<file path="src/rtl/error_frame_monitor.sv">
// CAN error-frame monitor: votes samplePulse groups into bits, then tracks
// error flag, stuck-dominant condition and delimiter back to bus idle.
module error_frame_monitor #(
    parameter int SAMPLES    = 3,
    parameter int DOM_THRESH = 6,
    parameter int DELIM_LEN  = 8,
    parameter int STUCK_LEN  = 13,
    parameter int CNT_W      = 8
) (
    input  logic             clk,
    input  logic             reset,
    input  logic             dIn,
    input  logic             samplePulse,
    input  logic             multiSample,
    input  logic             clearCount,
    output logic             bitValid,
    output logic             bitValue,
    output logic             errorFrame,
    output logic             frameStart,
    output logic             frameEnd,
    output logic             delimError,
    output logic             stuckDominant,
    output logic [CNT_W-1:0] errorCount
);
    localparam int SMP_W = $clog2(SAMPLES + 1);
    localparam int DOM_W = $clog2(STUCK_LEN + 1);
    localparam int REC_W = $clog2(DELIM_LEN + 1);
    localparam logic [SMP_W-1:0] SAMPLES_V    = SMP_W'(SAMPLES);
    localparam logic [DOM_W-1:0] DOM_THRESH_V = DOM_W'(DOM_THRESH);
    localparam logic [DOM_W-1:0] STUCK_V      = DOM_W'(STUCK_LEN);
    localparam logic [REC_W-1:0] DELIM_V      = REC_W'(DELIM_LEN);

    typedef enum logic [1:0] {S_MON, S_FLAG, S_DELIM} state_t;

    logic [SMP_W-1:0] pulse_cnt_q, pulse_cnt_d, ones_cnt_q, ones_cnt_d;
    logic [SMP_W-1:0] group_len_q, group_len_d;
    logic [SMP_W-1:0] cur_len, next_pulses, next_ones;
    logic             bit_valid_q, bit_valid_d, bit_value_q, bit_value_d;

    state_t           state_q, state_d;
    logic [DOM_W-1:0] dom_cnt_q, dom_cnt_d, dom_inc;
    logic [REC_W-1:0] rec_cnt_q, rec_cnt_d, rec_inc;
    logic             error_frame_q, error_frame_d;
    logic             frame_start_q, frame_start_d;
    logic             frame_end_q, frame_end_d;
    logic             delim_error_q, delim_error_d;
    logic             stuck_q, stuck_d;
    logic [CNT_W-1:0] count_q, count_d;

    // Group length is fixed by the first pulse of a group; a pulse arriving
    // while bitValid is high simply starts the next group.
    always_comb begin
        pulse_cnt_d = pulse_cnt_q;
        ones_cnt_d  = ones_cnt_q;
        group_len_d = group_len_q;
        bit_valid_d = 1'b0;
        bit_value_d = bit_value_q;
        cur_len     = (pulse_cnt_q == '0) ? (multiSample ? SAMPLES_V : SMP_W'(1)) : group_len_q;
        next_pulses = pulse_cnt_q + SMP_W'(1);
        next_ones   = ones_cnt_q + SMP_W'(dIn);
        if (samplePulse) begin
            group_len_d = cur_len;
            if (next_pulses == cur_len) begin
                bit_valid_d = 1'b1;
                bit_value_d = (next_ones > (cur_len >> 1));
                pulse_cnt_d = '0;
                ones_cnt_d  = '0;
            end else begin
                pulse_cnt_d = next_pulses;
                ones_cnt_d  = next_ones;
            end
        end
    end

    always_comb begin
        state_d       = state_q;
        dom_cnt_d     = dom_cnt_q;
        rec_cnt_d     = rec_cnt_q;
        stuck_d       = stuck_q;
        frame_start_d = 1'b0;
        frame_end_d   = 1'b0;
        delim_error_d = 1'b0;
        dom_inc       = (dom_cnt_q == STUCK_V) ? dom_cnt_q : dom_cnt_q + DOM_W'(1);
        rec_inc       = (rec_cnt_q == DELIM_V) ? rec_cnt_q : rec_cnt_q + REC_W'(1);
        count_d       = clearCount ? '0 : count_q;
        if (bit_valid_q) begin
            case (state_q)
                S_MON: begin
                    if (!bit_value_q) begin
                        dom_cnt_d = dom_inc;
                        if (dom_inc == DOM_THRESH_V) begin
                            state_d       = S_FLAG;
                            frame_start_d = 1'b1;
                            if (count_d != '1) count_d = count_d + CNT_W'(1);
                        end
                    end else begin
                        dom_cnt_d = '0;
                    end
                end
                S_FLAG: begin
                    if (!bit_value_q) begin
                        dom_cnt_d = dom_inc;
                        if (dom_inc == STUCK_V) stuck_d = 1'b1;
                    end else begin
                        dom_cnt_d = '0;
                        stuck_d   = 1'b0;
                        if (DELIM_LEN == 1) begin
                            state_d     = S_MON;
                            frame_end_d = 1'b1;
                            rec_cnt_d   = '0;
                        end else begin
                            state_d   = S_DELIM;
                            rec_cnt_d = REC_W'(1);
                        end
                    end
                end
                S_DELIM: begin
                    if (bit_value_q) begin
                        rec_cnt_d = rec_inc;
                        if (rec_inc == DELIM_V) begin
                            state_d     = S_MON;
                            frame_end_d = 1'b1;
                            rec_cnt_d   = '0;
                        end
                    end else begin
                        // The aborting dominant bit is the first of a new run.
                        state_d       = S_MON;
                        dom_cnt_d     = DOM_W'(1);
                        rec_cnt_d     = '0;
                        delim_error_d = 1'b1;
                    end
                end
                default: state_d = S_MON;
            endcase
        end
        error_frame_d = (state_d != S_MON);
    end

    always_ff @(posedge clk) begin
        if (reset) begin
            pulse_cnt_q   <= '0;
            ones_cnt_q    <= '0;
            group_len_q   <= '0;
            bit_valid_q   <= 1'b0;
            bit_value_q   <= 1'b0;
            state_q       <= S_MON;
            dom_cnt_q     <= '0;
            rec_cnt_q     <= '0;
            error_frame_q <= 1'b0;
            frame_start_q <= 1'b0;
            frame_end_q   <= 1'b0;
            delim_error_q <= 1'b0;
            stuck_q       <= 1'b0;
            count_q       <= '0;
        end else begin
            pulse_cnt_q   <= pulse_cnt_d;
            ones_cnt_q    <= ones_cnt_d;
            group_len_q   <= group_len_d;
            bit_valid_q   <= bit_valid_d;
            bit_value_q   <= bit_value_d;
            state_q       <= state_d;
            dom_cnt_q     <= dom_cnt_d;
            rec_cnt_q     <= rec_cnt_d;
            error_frame_q <= error_frame_d;
            frame_start_q <= frame_start_d;
            frame_end_q   <= frame_end_d;
            delim_error_q <= delim_error_d;
            stuck_q       <= stuck_d;
            count_q       <= count_d;
        end
    end

    assign bitValid      = bit_valid_q;
    assign bitValue      = bit_value_q;
    assign errorFrame    = error_frame_q;
    assign frameStart    = frame_start_q;
    assign frameEnd      = frame_end_q;
    assign delimError    = delim_error_q;
    assign stuckDominant = stuck_q;
    assign errorCount    = count_q;
endmodule
</file>
<file path="config.mk">
export PLATFORM = sky130hd
export DESIGN_NAME = error_frame_monitor
export DESIGN_NICKNAME = d
export VERILOG_FILES = /design/src/rtl/error_frame_monitor.sv
export SDC_FILE = /design/constraint.sdc
export NUM_CORES = 1
export LEC_CHECK = 0
export BUFFER_PORTS_ARGS = -buffer_cell sky130_fd_sc_hd__buf_2
export CAP_MARGIN = 5
export CORE_ASPECT_RATIO = 1.5
export CORE_MARGIN = 3
export CORE_UTILIZATION = 45
export CTS_CLUSTER_SIZE = 28
export DETAILED_ROUTE_END_ITERATION = 6
export PLACE_DENSITY_LB_ADDON = 0.08
export SLEW_MARGIN = 15
export SYNTH_ARGS = -nofsm -noshare
export SYNTH_HDL_FRONTEND = slang
export SYNTH_SLANG_ARGS = --single-unit
</file>
<file path="constraint.sdc">
create_clock -name clk -period 2.5 [get_ports clk]
set_clock_uncertainty 0.05 [all_clocks]
set_input_delay 0.25 -clock clk [delete_from_list [all_inputs] [get_ports clk]]
set_output_delay 0.25 -clock clk [all_outputs]
set_load 0.01 [all_outputs]
</file>
* After elaboration in Yosys (flattened, before gate mapping)
Index checks and enable logic that the tools add are counted.
** Word-level totals
- Register bits after elaboration :: 31
- Bits in latches :: 0
- Memory bits (writable) :: 0
- Memory bits (read-only) :: 0
- Input bits :: 6
- Output and inout port bits :: 15
- Word-level logic and storage cells :: 83
- Memories kept :: 0
** Operators by class
- $add $sub $neg :: 5
- Multipliers :: 0
- Divide/modulo/power cells :: 0
- Magnitude comparators :: 1
- Eq/ne operators :: 11
- Shift operators :: 0
- Mux-type cells :: 32
- Bitwise logic cells :: 5
- Reduce and logical (&&, ||, !) cells :: 15
** Operators with widths (count)
- two-way mux 8 bit :: 6
- two-way mux 4 bit :: 7
- two-way mux 2 bit :: 10
- equality test 4 bit (second input constant) :: 4
- one-hot mux 4 bit (2 select lines) :: 2
- AND reduction 3 bit :: 3
- adder 4 x 1 -> 4 bit (second input constant) :: 2
- adder 8 x 1 -> 8 bit (second input constant) :: 1
- != test 8 bit (second input constant) :: 1
- nonzero test 2 bit :: 4
- OR reduction 4 bit :: 2
- two-way mux 1 bit :: 6
- one-hot mux 2 bit (3 select lines) :: 1
- NOT 1 bit :: 5
- equality test 4 x 3 -> 1 bit (second input constant) :: 1
- zero test 2 bit :: 2
- != test 2 bit (second input constant) :: 2
- OR reduction 2 bit :: 2
- OR reduction 3 bit :: 1
- adder 2 x 1 -> 2 bit :: 1
- adder 2 x 1 -> 2 bit (second input constant) :: 1
- equality test 2 x 1 -> 1 bit (second input constant) :: 1
- equality test 2 bit :: 1
- equality test 2 bit (second input constant) :: 1
- other kinds (2) :: 2

* Depth between registers and ports, before layout
- Word-level depth :: 8
- Depth in mapped cells :: 8
- Mapped depth without buffers :: 7

* Worst setup path before layout
No wires, ideal clock.
- Path kind :: reg2reg
- Start point :: register dom_cnt_q[1]
- End point :: register count_q[4] (netlist: errorCount[4])
- Library setup time :: 0.059 ns
- Data arrival time :: 1.884 ns
- Data required time :: 2.391 ns
- Slack :: 0.507 ns
- Cell stages (with the launch flop) :: 8
- Path buffers :: 0
- Clock period less this slack :: 1.993 ns
- Cell sequence :: dfxtp_1 -> inv_1 -> ha_1 -> nand3b_1 -> a211oi_4 -> o21ai_2 -> or4_1 -> nand2_1
** On the way
- Cells in the longest elaborated chain, start to end :: 7
- Elaborated cells between the ends (all ways) :: 8
- Those cells by class :: add/sub (1); eq/ne (2); mux (5)
** RTL lines
- start: declaration :: RTL line 41 : logic [DOM_W-1:0] dom_cnt_q, dom_cnt_d, dom_inc;
- start signal: assignment :: RTL line 162 : dom_cnt_q <= dom_cnt_d;
- adder 4 x 1 -> 4 bit / equality test 4 bit (equally long branches) :: RTL line 83 : dom_inc = (dom_cnt_q == STUCK_V) ? dom_cnt_q : dom_cnt_q + DOM_W'(1);
- two-way mux 4 bit (*) :: RTL line 83
- equality test 4 x 3 -> 1 bit (*) :: RTL line 91 : if (dom_inc == DOM_THRESH_V) begin
- two-way mux 8 bit (*) :: RTL line 91
- two-way mux 8 bit (*) :: RTL line 89 : if (!bit_value_q) begin
- two-way mux 8 bit (*) :: RTL line 87 : case (state_q)
- two-way mux 8 bit (*) :: RTL line 86 : if (bit_valid_q) begin
- end signal: assignment :: RTL line 169 : count_q <= count_d;
- end: declaration :: RTL line 48 : logic [CNT_W-1:0] count_q, count_d;
Mark *: on every way between the ends. The rest lies on a longest branch, timed or not.
A chain may end at the register's enable or synchronous reset.

* Final worst setup path
Same ends and word-level chain as after synthesis.

==> impl_metrics.ini <==
[die]
start_util_pct = 47.6
io_pins = 21
rows = 27
die_h_microns = 82.8
die_w_microns = 57.2
die_area_sq_mm = 0.00473
coreArea_sq_mm = 0.00372

[worst_setup_path]
reg2reg_from = dom_cnt_q[1]$_SDFFE_PP0P_
crit_path_start_kind = flip-flop
reg2reg_to = errorCount[4]$_SDFF_PP0_
cp-end-kind = flip-flop
reg2regPathDepth = 7
crit_family = simple AND/OR/NAND/NOR gates
cp_data_required_time_ps = 2670
worstSetupStartpoint = dom_cnt_q[1]$_SDFFE_PP0P_
cp_cell_sequence = inv_1 -> ha_1 -> nand3b_1 -> a211oi_4 -> o21ai_2 -> or4_1 -> nand2_1
r2r_slack_ps = 310
crit_arrival_ps = 2360
cp.depth = 7
crit_slowest_cell = or4_1
cp_max_fo = 10
critPathBufInv = 1
crit_type = flip-flop to flip-flop
slowest_delay_ps = 520

[cts]
cts_setup_buffers = 0
cts_inserted_buffers = 5
cts_htree_levels = 2
path_clk_slew_ps = 60
insertion_delay_ps = 280
hold_buffers = 0
cts_resized = 0
cts_sinks = 31
cts_tree = yes
clk_path_buf_depth = 2
cts-root-buf = clkbuf_8

[timing]
setup_viol = 0
min_period_ps = 2190
worst_slew_pin_slew_ps = 575
rsz0062_at_grt = no
max_slew_margin_pct = 61.3
fmax_mhz = 456
drv_slew = 0
setup_ws_ps = 306
tns_ps = 0
hold_viol_final = 0
finalCritPeriodShare_pct = 87.8

[synth]
async_flop_share_pct = 0
yosysSeqAreaShare_pct = 35.1
synth_xor_area_share_pct = 2.97
yosys_warnings = 0
synthTopCellsByArea = dfxtp_1, ha_1, a21oi_1
synth_cell_types = 47
synthAdderAreaFrac_pct = 5.66
synth-edff-count = 0
syn_inst = 218
synth_nets = 232
yosysTopAreaCellShare_pct = 35.1
muxShareOfSynthArea_pct = 2.34
postSynthAreaPerCell_sq_um = 8.11
yosys.area_share.simple_pct = 25.8
synth_seq_cells = 31
synth_top_family_by_area = simple AND/OR/NAND/NOR gates
yosys.area.top_type = dfxtp_1
netlist_area_sq_mm = 0.00177
synthFlopType = dfxtp_1
synth_compound_area_share_pct = 21.6

[place]
hpwl_mm = 2.77
gp_congestion = 0.866
portBuffers = 20
pre_cts_ws_ps = 322
dpl-instance-area_sq_mm = 0.00186

[layout]
diodes = 0
drive_above_1_share_pct = 15.7
fin_util_pct = 52.5
design_area_sq_mm = 0.00195
nFillCells = 372
layout_commonest_cell = dfxtp_1
syn2layout_area_growth_pct = 10.3
nets = 249
final_cell_mix = dfxtp_1, nor2_1, buf_2, a21oi_1, o21ai_0

[grt]
antenna_found_initial = 0
grt_remaining_overflow = 0
grt_use_total_pct = 17.3
grt_pass1_wl_mm = 6.51
grt_pass1_vias = 1506
grt_max_degree = 29

[detailed_routing]
drc = 0
drtIter0Drc = 32
vias = 1568
drt-vias-per-instance = 5.64
routed_wirelength_mm = 3.67
ant_nets = 0
dr.pass1.iters = 4
routedWlPerCell_microns = 13.2

[outcome]
status = finished clean

[hold_path]
holdPathEnd = group_len_q[1]$_SDFFE_PP0P_
holdCritPathClass = primary input to flip-flop
worstHoldStart = multiSample
min_path_cells = 3

[run]
cap_viol_max_count = 0

[power]
p_per_area_mw_per_mm2 = 576
p_leak_nw = 0.761
ir_drop_v = 0.000371
==> logic make-up after synthesis <==
group / Yosys count
xor+xnor: 6
simple gates: 87
flops: 31
buf+inv: 24
mux: 4
fa+ha+maj: 8
compound gates: 58
==> worst max path at each step <==
stage                                     to
finish              errorCount[4]$_SDFF_PP0_
global route        errorCount[6]$_SDFF_PP0_
CTS                 errorCount[4]$_SDFF_PP0_
detailed placement  errorCount[4]$_SDFF_PP0_
global placement    errorCount[4]$_SDFF_PP0_
floorplan           errorCount[4]$_SDFF_PP0_
==> synth_stat cells (4+ instances only) <==
library cell / count
nor2b_1: 11
nand2_1: 14
clkbuf_1: 5
xnor2_1: 4
a21oi_1: 18
and3_1: 5
nor3_1: 5
dfxtp_1: 31
nor2_1: 21
ha_1: 8
nand3_1: 8
inv_1: 13
or3_1: 4
nand4_1: 5
o21ai_0: 17
==> per-layer routing <==
metal  track usage (%)  wire (microns)
met5                 0               0
met4              6.26              25
met3              3.73             101
met2              31.9            1920
met1              19.4            1620
==> final cells by class <==
type	instances	area, sq um	share of cell area (%)
clock buffers	6	82.6	4.23
clock inverters	1	5.00	0.257
inverters	13	48.8	2.50
multi-input cells	163	1030	52.9
flip-flops and latches	31	621	31.8
well taps	43	53.8	2.76
repair buffers	21	108	5.52
==> state kept, by name, summed over array words and instances, names as in the netlist <==
| register | count |
|---|---|
| bitValid | 1 |
| bitValue | 1 |
| delimError | 1 |
| dom_cnt_q | 4 |
| errorCount | 8 |
| errorFrame | 1 |
| frameEnd | 1 |
| frameStart | 1 |
| group_len_q | 2 |
| ones_cnt_q | 2 |
| pulse_cnt_q | 2 |
| rec_cnt_q | 4 |
| state_q | 2 |
| stuckDominant | 1 |
==> report_power, final <==
part           total [W]  internal, W  switching (W)
Clock           0.000385     0.000215       0.000170
Combinational   0.000191    0.0000838       0.000107
Sequential      0.000548     0.000517      0.0000307
==> worst min-delay path: stages <==
cell     delay (ps)
buf_2           100
nand3_1          70
a21oi_1          60
==> stage by stage <==
| stage | total power, W | cells | hold slack (ps) |
|---|---|---|---|
| after CTS | 0.00114 | 278 | 207 |
| after global routing | 0.00119 | 278 | 218 |
| after global placement | 0.000745 | 271 | 396 |
| after detailed placement | 0.000751 | 271 | 403 |
| final | 0.00112 | 278 | 205 |
| after floorplan | 0.000706 | 218 | 364 |
No activity file was read; power rests on OpenSTA's default activity.
